<file path="config.mk">
export PLATFORM = sky130hd
export DESIGN_NAME = tri_stream_feeder_flat
export DESIGN_NICKNAME = d
export VERILOG_FILES = /design/src/rtl/tri_stream_pkg.sv /design/src/rtl/tri_stream_if.sv /design/src/rtl/tri_stream_fifo.sv /design/src/rtl/tri_stream_feeder.sv /design/src/flat_wrapper.sv
export SDC_FILE = /design/constraint.sdc
export NUM_CORES = 2
export LEC_CHECK = 0
export CORE_ASPECT_RATIO = 0.5
export CORE_UTILIZATION = 35
export CTS_CLUSTER_SIZE = 12
export DETAILED_ROUTE_END_ITERATION = 12
export PLACE_DENSITY = 0.64
export SYNTH_ARGS = -nofsm -noshare
export SYNTH_HDL_FRONTEND = slang
export SYNTH_SLANG_ARGS = --single-unit
</file>
<file path="constraint.sdc">
create_clock -name clk -period 16.5 [get_ports clk]
set_clock_uncertainty 0.15 [all_clocks]
set_input_delay 3.3 -clock clk [delete_from_list [all_inputs] [get_ports clk]]
set_output_delay 3.3 -clock clk [all_outputs]
set_load 0.05 [all_outputs]
</file>
<file path="src/rtl/tri_stream_pkg.sv">
// Shared types, sizes and helpers for the rasterizer triangle feeder.
package tri_stream_pkg;

  localparam int SIGFIG = 24;
  localparam int VERTS  = 3;
  localparam int AXIS   = 3;
  localparam int COLORS = 3;
  localparam int DEPTH  = 4;
  localparam int CNT_W  = 32;
  localparam int OCC_W  = $clog2(DEPTH + 1);

  typedef enum logic [1:0] {
    IDLE  = 2'd0,
    RUN   = 2'd1,
    DRAIN = 2'd2,
    DONE  = 2'd3
  } state_t;

  typedef logic signed [VERTS-1:0][AXIS-1:0][SIGFIG-1:0] verts_t;
  typedef logic [COLORS-1:0][SIGFIG-1:0]                 color_t;
  typedef logic [CNT_W-1:0]                              cnt_t;

  typedef struct packed {
    verts_t verts;
    color_t color;
  } tri_t;

  // Counters stick at all-ones instead of wrapping.
  function automatic cnt_t sat_inc(input cnt_t v, input logic en);
    cnt_t r;
    if (en && (v != {CNT_W{1'b1}})) r = v + cnt_t'(1);
    else                            r = v;
    return r;
  endfunction

endpackage

</file>
<file path="src/rtl/tri_stream_if.sv">
// Host push side and R10 rasterizer side of the triangle feeder.
interface tri_stream_if;
  import tri_stream_pkg::*;

  verts_t push_tri_S;
  color_t push_color_U;
  logic   push_valid_H;
  logic   push_ready_H;
  logic   frame_end_H;

  verts_t tri_R10S;
  color_t color_R10U;
  logic   validTri_R10H;
  logic   halt_RnnnnL;
  logic   frame_done_H;

  modport master (
    input  push_tri_S, push_color_U, push_valid_H, frame_end_H, halt_RnnnnL,
    output push_ready_H, tri_R10S, color_R10U, validTri_R10H, frame_done_H
  );

  modport slave (
    output push_tri_S, push_color_U, push_valid_H, frame_end_H, halt_RnnnnL,
    input  push_ready_H, tri_R10S, color_R10U, validTri_R10H, frame_done_H
  );

endinterface

</file>
<file path="src/rtl/tri_stream_fifo.sv">
// Small synchronous FIFO of triangles; extra pointer MSB separates full from empty.
module tri_stream_fifo
  import tri_stream_pkg::*;
#(
  parameter int D = DEPTH
) (
  input  logic                     clk,
  input  logic                     rst,
  input  logic                     i_wr_en,
  input  tri_t                     i_wr_data,
  input  logic                     i_rd_en,
  output tri_t                     o_rd_data,
  output logic                     o_empty,
  output logic                     o_full,
  output logic [$clog2(D+1)-1:0]   o_occupancy
);

  localparam int PTR_W = $clog2(D);
  localparam int OW    = $clog2(D + 1);

  logic [PTR_W:0] r_wr_ptr;
  logic [PTR_W:0] r_rd_ptr;
  tri_t           r_mem [D];
  logic           w_wr;
  logic           w_rd;

  assign o_empty     = (r_wr_ptr == r_rd_ptr);
  assign o_full      = (r_wr_ptr[PTR_W] != r_rd_ptr[PTR_W]) &&
                       (r_wr_ptr[PTR_W-1:0] == r_rd_ptr[PTR_W-1:0]);
  assign w_wr        = i_wr_en && !o_full;
  assign w_rd        = i_rd_en && !o_empty;
  assign o_rd_data   = r_mem[r_rd_ptr[PTR_W-1:0]];
  assign o_occupancy = OW'(r_wr_ptr - r_rd_ptr);

  // Pointer update; reset empties the FIFO immediately.
  always_ff @(posedge clk or posedge rst) begin
    if (rst) begin
      r_wr_ptr <= '0;
      r_rd_ptr <= '0;
    end else begin
      if (w_wr) r_wr_ptr <= r_wr_ptr + (PTR_W+1)'(1);
      if (w_rd) r_rd_ptr <= r_rd_ptr + (PTR_W+1)'(1);
    end
  end

  always_ff @(posedge clk) begin
    if (w_wr) r_mem[r_wr_ptr[PTR_W-1:0]] <= i_wr_data;
  end

endmodule

</file>
<file path="src/rtl/tri_stream_feeder.sv">
// Triangle source for the rasterizer: FIFO, output register under halt
// backpressure, frame-boundary FSM and saturating performance counters.
module tri_stream_feeder
  import tri_stream_pkg::*;
(
  input  logic               clk,
  input  logic               rst,
  tri_stream_if.master       bus,
  output logic [OCC_W-1:0]   occupancy,
  output cnt_t               tri_sent_count,
  output cnt_t               stall_count
);

  state_t           r_state;
  state_t           w_state_next;
  tri_t             r_out;
  logic             r_valid;
  logic             r_frame_done;
  cnt_t             r_sent;
  cnt_t             r_stall;

  tri_t             w_push_data;
  tri_t             w_head;
  logic             w_empty;
  logic             w_full;
  logic [OCC_W-1:0] w_occ;
  logic             w_push_ready;
  logic             w_push_acc;
  logic             w_xfer;
  logic             w_load;
  logic             w_drained;

  assign w_push_data.verts = bus.push_tri_S;
  assign w_push_data.color = bus.push_color_U;

  assign w_push_ready = !w_full && (r_state != DRAIN) && (r_state != DONE);
  assign w_push_acc   = bus.push_valid_H && w_push_ready;
  assign w_xfer       = r_valid && bus.halt_RnnnnL;
  assign w_load       = !w_empty && (!r_valid || w_xfer);
  assign w_drained    = w_empty && (!r_valid || w_xfer);

  tri_stream_fifo #(.D(DEPTH)) u_fifo (
    .clk         (clk),
    .rst         (rst),
    .i_wr_en     (w_push_acc),
    .i_wr_data   (w_push_data),
    .i_rd_en     (w_load),
    .o_rd_data   (w_head),
    .o_empty     (w_empty),
    .o_full      (w_full),
    .o_occupancy (w_occ)
  );

  // Output register: refill from the head when free or emptying, hold under halt.
  always_ff @(posedge clk or posedge rst) begin
    if (rst) begin
      r_out   <= '0;
      r_valid <= 1'b0;
    end else if (w_load) begin
      r_out   <= w_head;
      r_valid <= 1'b1;
    end else if (w_xfer) begin
      r_valid <= 1'b0;
    end
  end

  // Frame FSM; a push arriving with frame_end in IDLE still belongs to the frame.
  always_comb begin
    w_state_next = r_state;
    case (r_state)
      IDLE: begin
        if (bus.frame_end_H) w_state_next = w_push_acc ? DRAIN : DONE;
        else if (w_push_acc) w_state_next = RUN;
        else                 w_state_next = IDLE;
      end
      RUN: begin
        if (bus.frame_end_H) w_state_next = DRAIN;
        else                 w_state_next = RUN;
      end
      DRAIN: begin
        if (w_drained) w_state_next = DONE;
        else           w_state_next = DRAIN;
      end
      DONE:    w_state_next = IDLE;
      default: w_state_next = IDLE;
    endcase
  end

  // State, frame-done pulse and saturating counters.
  always_ff @(posedge clk or posedge rst) begin
    if (rst) begin
      r_state      <= IDLE;
      r_frame_done <= 1'b0;
      r_sent       <= '0;
      r_stall      <= '0;
    end else begin
      r_state      <= w_state_next;
      r_frame_done <= (w_state_next == DONE);
      r_sent       <= sat_inc(r_sent, w_xfer);
      r_stall      <= sat_inc(r_stall, r_valid && !bus.halt_RnnnnL);
    end
  end

  assign bus.push_ready_H  = w_push_ready;
  assign bus.tri_R10S      = r_out.verts;
  assign bus.color_R10U    = r_out.color;
  assign bus.validTri_R10H = r_valid;
  assign bus.frame_done_H  = r_frame_done;
  assign occupancy         = w_occ;
  assign tri_sent_count    = r_sent;
  assign stall_count       = r_stall;

endmodule

</file>
<file path="src/flat_wrapper.sv">
// flat-port wrapper written by rule: the top's interface ports become plain ports
module tri_stream_feeder_flat import tri_stream_pkg::*;
  (clk, rst, occupancy, tri_sent_count, stall_count, bus_push_tri_S, bus_push_color_U, bus_push_valid_H, bus_frame_end_H, bus_halt_RnnnnL, bus_push_ready_H, bus_tri_R10S, bus_color_R10U, bus_validTri_R10H, bus_frame_done_H);
  tri_stream_if bus_i ();
  input  logic clk;
  input  logic rst;
  output logic [OCC_W-1:0] occupancy;
  output cnt_t tri_sent_count;
  output cnt_t stall_count;
  input wire logic [$bits(bus_i.push_tri_S)-1:0] bus_push_tri_S;
  input wire logic [$bits(bus_i.push_color_U)-1:0] bus_push_color_U;
  input wire logic [$bits(bus_i.push_valid_H)-1:0] bus_push_valid_H;
  input wire logic [$bits(bus_i.frame_end_H)-1:0] bus_frame_end_H;
  input wire logic [$bits(bus_i.halt_RnnnnL)-1:0] bus_halt_RnnnnL;
  output wire logic [$bits(bus_i.push_ready_H)-1:0] bus_push_ready_H;
  output wire logic [$bits(bus_i.tri_R10S)-1:0] bus_tri_R10S;
  output wire logic [$bits(bus_i.color_R10U)-1:0] bus_color_R10U;
  output wire logic [$bits(bus_i.validTri_R10H)-1:0] bus_validTri_R10H;
  output wire logic [$bits(bus_i.frame_done_H)-1:0] bus_frame_done_H;
  assign bus_i.push_tri_S = bus_push_tri_S;
  assign bus_i.push_color_U = bus_push_color_U;
  assign bus_i.push_valid_H = bus_push_valid_H;
  assign bus_i.frame_end_H = bus_frame_end_H;
  assign bus_i.halt_RnnnnL = bus_halt_RnnnnL;
  assign bus_push_ready_H = bus_i.push_ready_H;
  assign bus_tri_R10S = bus_i.tri_R10S;
  assign bus_color_R10U = bus_i.color_R10U;
  assign bus_validTri_R10H = bus_i.validTri_R10H;
  assign bus_frame_done_H = bus_i.frame_done_H;
  tri_stream_feeder u_core (.clk(clk), .rst(rst), .bus(bus_i), .occupancy(occupancy), .tri_sent_count(tri_sent_count), .stall_count(stall_count));
endmodule
</file>
==> Yosys cells after proc, flatten, opt, wreduce, memory -nomap -nowiden <==
Memory sizes are Yosys's and may differ from the RTL's. A register that Yosys moved wholly into a read port is not among the register bits.
Cells that the tools add are included.
{ "totals": {"reg_bits": 74, "mem_bits_rw": 1152, "inputBits": 293, "n_memories": 1, "wordCells": 53} }
{ "memory_table": {"columns": ["memory", "words", "word_bits", "rd", "rd_clocked_by_memory_dff", "write_ports", "line_no", "source"], "rows": [
  ["u_core.u_fifo.r_mem", 4, 288, 1, 1, 1, "tri_stream_fifo.sv:23", "tri_t r_mem [D];"]
]} }
{ "classes": {"addsub": 5, "n_eq_ne": 11, "muxes": 10, "reduce_logical": 19} }
{ "ops": {"columns": ["op", "count"], "rows": [
  ["$add A32 B1 Y32 const B", 2],
  ["$ne A32 B32 Y1 const B", 2],
  ["$logic_and A1 B1 Y1", 12],
  ["$pmux W2 S4", 1],
  ["$mux W1", 7],
  ["$add A3 B1 Y3 const B", 2],
  ["$eq A2 B2 Y1 const B", 3],
  ["$logic_not A1 Y1", 4],
  ["$mux W2", 2],
  ["$ne A2 B2 Y1 const B", 2],
  ["$eq A3 B3 Y1", 1],
  ["$sub A3 B3 Y3", 1],
  ["$eq A2 B1 Y1 const B", 1],
  ["$eq A2 B2 Y1", 1],
  ["$logic_not A2 Y1", 1],
  ["$reduce_bool A2 Y1", 1],
  ["$logic_or A1 B1 Y1", 1],
  ["$ne A1 B1 Y1", 1]
]} }

==> Depth between registers and ports, before layout <==
{ "logic_depth": {"word_depth": 10, "depth_mapped": 12} }

==> Hierarchy <==
Synthesis repeated with hierarchy kept, for this count alone.
{ "hier_totals": {"cells_unflattened": 2469, "area_unflattened_um2": 55987.4} }
{ "by_module_without_submodules": {"columns": ["module", "n_inst", "area_each_um2", "cells_per_inst"], "rows": [
  ["tri_stream_fifo", 1, 42011.5, 1550],
  ["tri_stream_feeder", 1, 13975.9, 919]
]} }

==> Worst setup path after synthesis <==
OpenSTA, ideal clock, no wires.
{ "synth_path": {"path_type": "input port to flip-flop", "startpoint": "in bus_push_valid_H", "endpoint": "mem u_core.u_fifo.r_mem[3][0] in the netlist's numbering, enable pin", "t_arrival_ns": 10.582, "path_stages": 3, "path_buffers": 0, "t_required_ns": 15.662, "path_slack_ns": 5.080, "cell_sequence": "inv_1 > a311oi_1 > and2_1"} }
{ "synth_between": {"elab_chain_cells": 4} }
{ "synth_rtl": {"columns": ["element", "line_no", "source"], "rows": [
  ["start, declared", "flat_wrapper.sv:12", "input wire logic [$bits(bus_i.push_valid_H)-1:0] bus_push_valid_H;"],
  ["$logic_and A1 B1 Y1", "tri_stream_feeder.sv:37", "assign w_push_acc = bus.push_valid_H && w_push_ready;"],
  ["$logic_and A1 B1 Y1", "tri_stream_fifo.sv:30", "assign w_wr = i_wr_en && !o_full;"],
  ["$mux W1", "tri_stream_fifo.sv:47", "if (w_wr) r_mem[r_wr_ptr[PTR_W-1:0]] <= i_wr_data;"],
  ["$mux W1 (implied by the code)", "tri_stream_fifo.sv:47", null],
  ["end, declared", "tri_stream_fifo.sv:23", null]
]} }
No other way between the ends.

==> Worst setup path after layout <==
{ "layout_path": {"startpoint": "in bus_push_valid_H", "endpoint": "mem u_core.u_fifo.r_mem[3][202] in the netlist's numbering, enable pin"} }
The elaborated chain is that of the path after synthesis.

==> key figures <==
Status
  • Outcome: complete, no violations

Clocking
  • H-tree levels: 4
  • Longest Clk Path Bufs: 4
  • Hold-fix buffer count after cts: 0
  • Clock latency on the worst-skew pair: 0.77 ns
  • Clk pin slew, worst setup/hold paths: 0.07 ns
  • CTS tree: yes
  • Cts repair resizes: 0
  • Num CTS Buffers: 157
  • Root Buffer: clkbuf_16
  • Postcts setup bufs: 0
  • Clock Sinks: 1,514

STA
  • Period utilisation layout: 43.33%
  • RSZ-0062 raised after global routing: no
  • Slew @ Worst Pin: 1.189 ns
  • Slew headroom: 20.71%
  • Hold Fails Final Rpt: 0
  • Slew Viols, Final: 0
  • Final setup vio count: 0
  • Setup TNS Final: 0 ns
  • Period minus WS final: 7.150 ns
  • Fmax: 139.9 MHz

Critical path
  • Startpoint Class: primary input
  • Delay-heaviest family, CP: buffers and inverters
  • Slowest-stage cell, CP: buf_4
  • Crit. End Element: flop
  • Slowest stage delay, CP: 0.85 ns
  • Worst path cell trace: clkdlybuf4s50_1, inv_1, a311oi_1, buf_4, and2_4, buf_4, buf_4, buf_4
  • Arrival time at the worst endpoint: 7.35 ns
  • Most frequent CP cell: buf_4
  • Crit Path Max Fanout: 60
  • Crit Path Category: primary input to flop
  • CP Buf/Inv Count: 6
  • Critical Path RT: 16.70 ns

Hold path
  • Worst Hold Class: flop to flop

Pwr
  • Clock power frac: 23.7%
  • Psw: 5.102 mW
  • Worst vdd rail ir drop: 132.2 uV
  • Int Power: 8.507 mW
  • Net Sw Frac: 37.49%
  • Logic pwr share: 36.4%
  • Cell area power density: 196.5 nW/um2
  • Reg power frac: 39.9%
  • Pleak: 24.71 nW

Floorplanning
  • CORE AREA: 157,700 um2
  • Boundary pin count: 651
  • Starting Density: 35.27%
  • Die area: 160,700 um2
  • Chip Width: 565.8 um
  • # rows: 103
  • Die Y: 283.9 um

Logic synthesis
  • Post-synth EDFFs: 1,152
  • Async set-reset flop share out of synthesis: 23.91%
  • Yosys warns: 0
  • Post-Syn Instances: 3,053
  • Synthesized area per cell: 18.22 um2
  • Register area share after synthesis: 78.46%
  • Synth area leaders: edfxtp_1 62%, dfrtp_1 16%, mux4_2 12%
  • Mapped cell area: 55,640 um2
  • Seq cells post-synth: 1,514
  • Post-synth net total: 3,356
  • Leading area contributor after synthesis: edfxtp_1
  • Top cell type's share of synthesized area: 62.18%
  • Post-synthesis cell type count: 44
  • Main synth FF type: edfxtp_1

Detailed routing
  • DRT iter0 DRCs: 2,038
  • DRC viols: 0
  • Initial DRT Pass Iterations: 5
  • Final WL: 139,900 um
  • ANT nets after route: 0
  • Via density: 4.823
  • Drt wl/cell: 23.22 um
  • Via Count: 29,070

Run
  • Maxcap violations: 0

Placement
  • Global placer's final weighted congestion: 0.8037
  • Dpl hpwl: 87,370 um
  • I/O Buffers: 650

Global route
  • Number of global-route vias before repair: 30,430
  • Gr usage total: 17.02%
  • GR Overflow Total: 0
  • First-pass GRT wire length: 202,700 um
  • Largest net degree at the start of global routing: 130
  • Initial antenna violation count: 53

Layout
  • Post-layout nets: 4,074
  • Area grow syn2layout: 24.48%
  • Fill cells: 13,720
  • Post-layout util: 43.91%
  • Share of post-route cells with drive strength above 1: 13.64%
-- path summary, 6_finish.rpt --
kind	startpoint	endpoint	slack (ns)	depth (start not counted)
min in group asynchronous	rst	u_core.tri_sent_count[9]$_DFFE_PP0P_	2.90	2
setup / recovery	bus_push_valid_H	u_core.u_fifo.r_mem[3][202]$_DFFE_PP_	9.35	8
hold reg to reg	u_core.r_state[0]$_DFF_PP0_	u_core.bus.frame_done_H$_DFF_PP0_	0.32	1
max in group asynchronous	rst	u_core.bus.tri_R10S[153]$_DFFE_PP0P_	10.30	5
hold / removal	u_core.r_state[0]$_DFF_PP0_	u_core.bus.frame_done_H$_DFF_PP0_	0.32	1
setup reg to reg	u_core.u_fifo.r_rd_ptr[1]$_DFFE_PP0P_	u_core.u_fifo.r_mem[3][202]$_DFFE_PP_	10.62	8
-- layout by cell type (no fill, tap or decap), types with 20 or more instances in the layout --
cell type	n
diode_2	42
dfrtp_1	360
nor2_1	23
xnor2_1	48
nand3_1	25
xor2_1	20
nand4_1	27
mux4_2	288
clkbuf_16	158
nand2_1	887
clkdlybuf4s50_1	650
edfxtp_1	1152
clkbuf_1	90
buf_4	36
-- flip-flops by register name, summed over array words and instances (netlist names), 2 cells and up --
| signal | count |
|---|---|
| u_core.u_fifo.r_rd_ptr | 3 |
| u_core.r_state | 2 |
| u_core.stall_count | 32 |
| u_core.u_fifo.r_wr_ptr | 3 |
| u_core.tri_sent_count | 32 |
| u_core.u_fifo.r_mem | 1152 |
| u_core.bus.tri_R10S | 216 |
| u_core.bus.color_R10U | 72 |
-- cells in the mapped netlist, types with 2 or more instances --
library cell and count:
nor3_1 9, nor4_1 5, buf_2 22, o21ai_0 4, nor2_1 24, dfrtp_1 362, xnor2_1 48, edfxtp_1 1152
and3_1 10, nand3_1 25, and2_1 5, nor4_2 2, buf_1 8, nand3b_1 2, a21oi_1 2, nand2b_1 4
inv_1 11, nand2_1 887, o2111ai_1 2, o211ai_1 3, clkbuf_1 100, nand4_1 27, xor2_1 20, mux4_2 288
mux2_2 3, ha_1 9, or2_2 2
-- routing by layer --
layer,track usage (%),vias to the layer above,routed length (um)
li1,-,12930,-
met2,30.75,618,77220
met5,0,-,58
met4,9.455,10,5846
met3,2.757,268,4880
met1,19.21,15240,51920
-- power groups by stage --
stage / sequential (mW) / combinational, mW / clock, mW
after floorplan: 6.71 / 2.11 / 0
after global placement: 5.48 / 5.00 / 0
after detailed placement: 5.52 / 5.04 / 0
after CTS: 5.45 / 5.05 / 3.30
after global routing: 5.50 / 5.26 / 3.45
final: 5.43 / 4.96 / 3.22
-- cells by family (layout without fill, tap and decap cells) --
| family | Yosys count | after routing | share of synthesized area [%] |
|---|---|---|---|
| flip-flops | 1514 | 1514 | 78.46 |
| multiplexers | 291 | 291 | 11.72 |
| XOR/XNOR | 68 | 68 | 1.070 |
| other | 0 | 42 | 0 |
| buffers and inverters | 142 | 974 | 1.021 |
| adder cells (fa/ha/maj) | 10 | 10 | 0.2384 |
| AO/OA/AOI/OAI | 17 | 17 | 0.2069 |
| AND/OR/NAND/NOR | 1011 | 1011 | 7.284 |
-- per-stage QoR --
step	power, mW	worst slack (ns)	hold WS [ns]	cell area (um2)	cells
after global placement	10.49	8.486	0.2890	64640	5712
final	13.61	9.351	0.3187	69260	6027
after detailed placement	10.55	8.567	0.3046	64640	5712
after global routing	14.21	9.211	0.3440	69250	6025
after floorplan	8.820	3.003	0.2641	55640	3053
after CTS	13.80	9.354	0.3124	69150	5985
-- area by class of cell --
class | instances | area [um2] | share of cell area (%)
Timing Repair Buffer | 690 | 6857 | 9.900
Multi-Input combinational cell | 1397 | 11450 | 16.53
Clock buffer | 252 | 4347 | 6.276
Antenna cell | 42 | 105.1 | 0.1518
Sequential cell | 1514 | 43660 | 63.04
Tap cell | 2100 | 2628 | 3.794
Clock inverter | 21 | 162.7 | 0.2349
Inverter | 11 | 48.80 | 0.07046
Power figures use the tool's default switching activity.
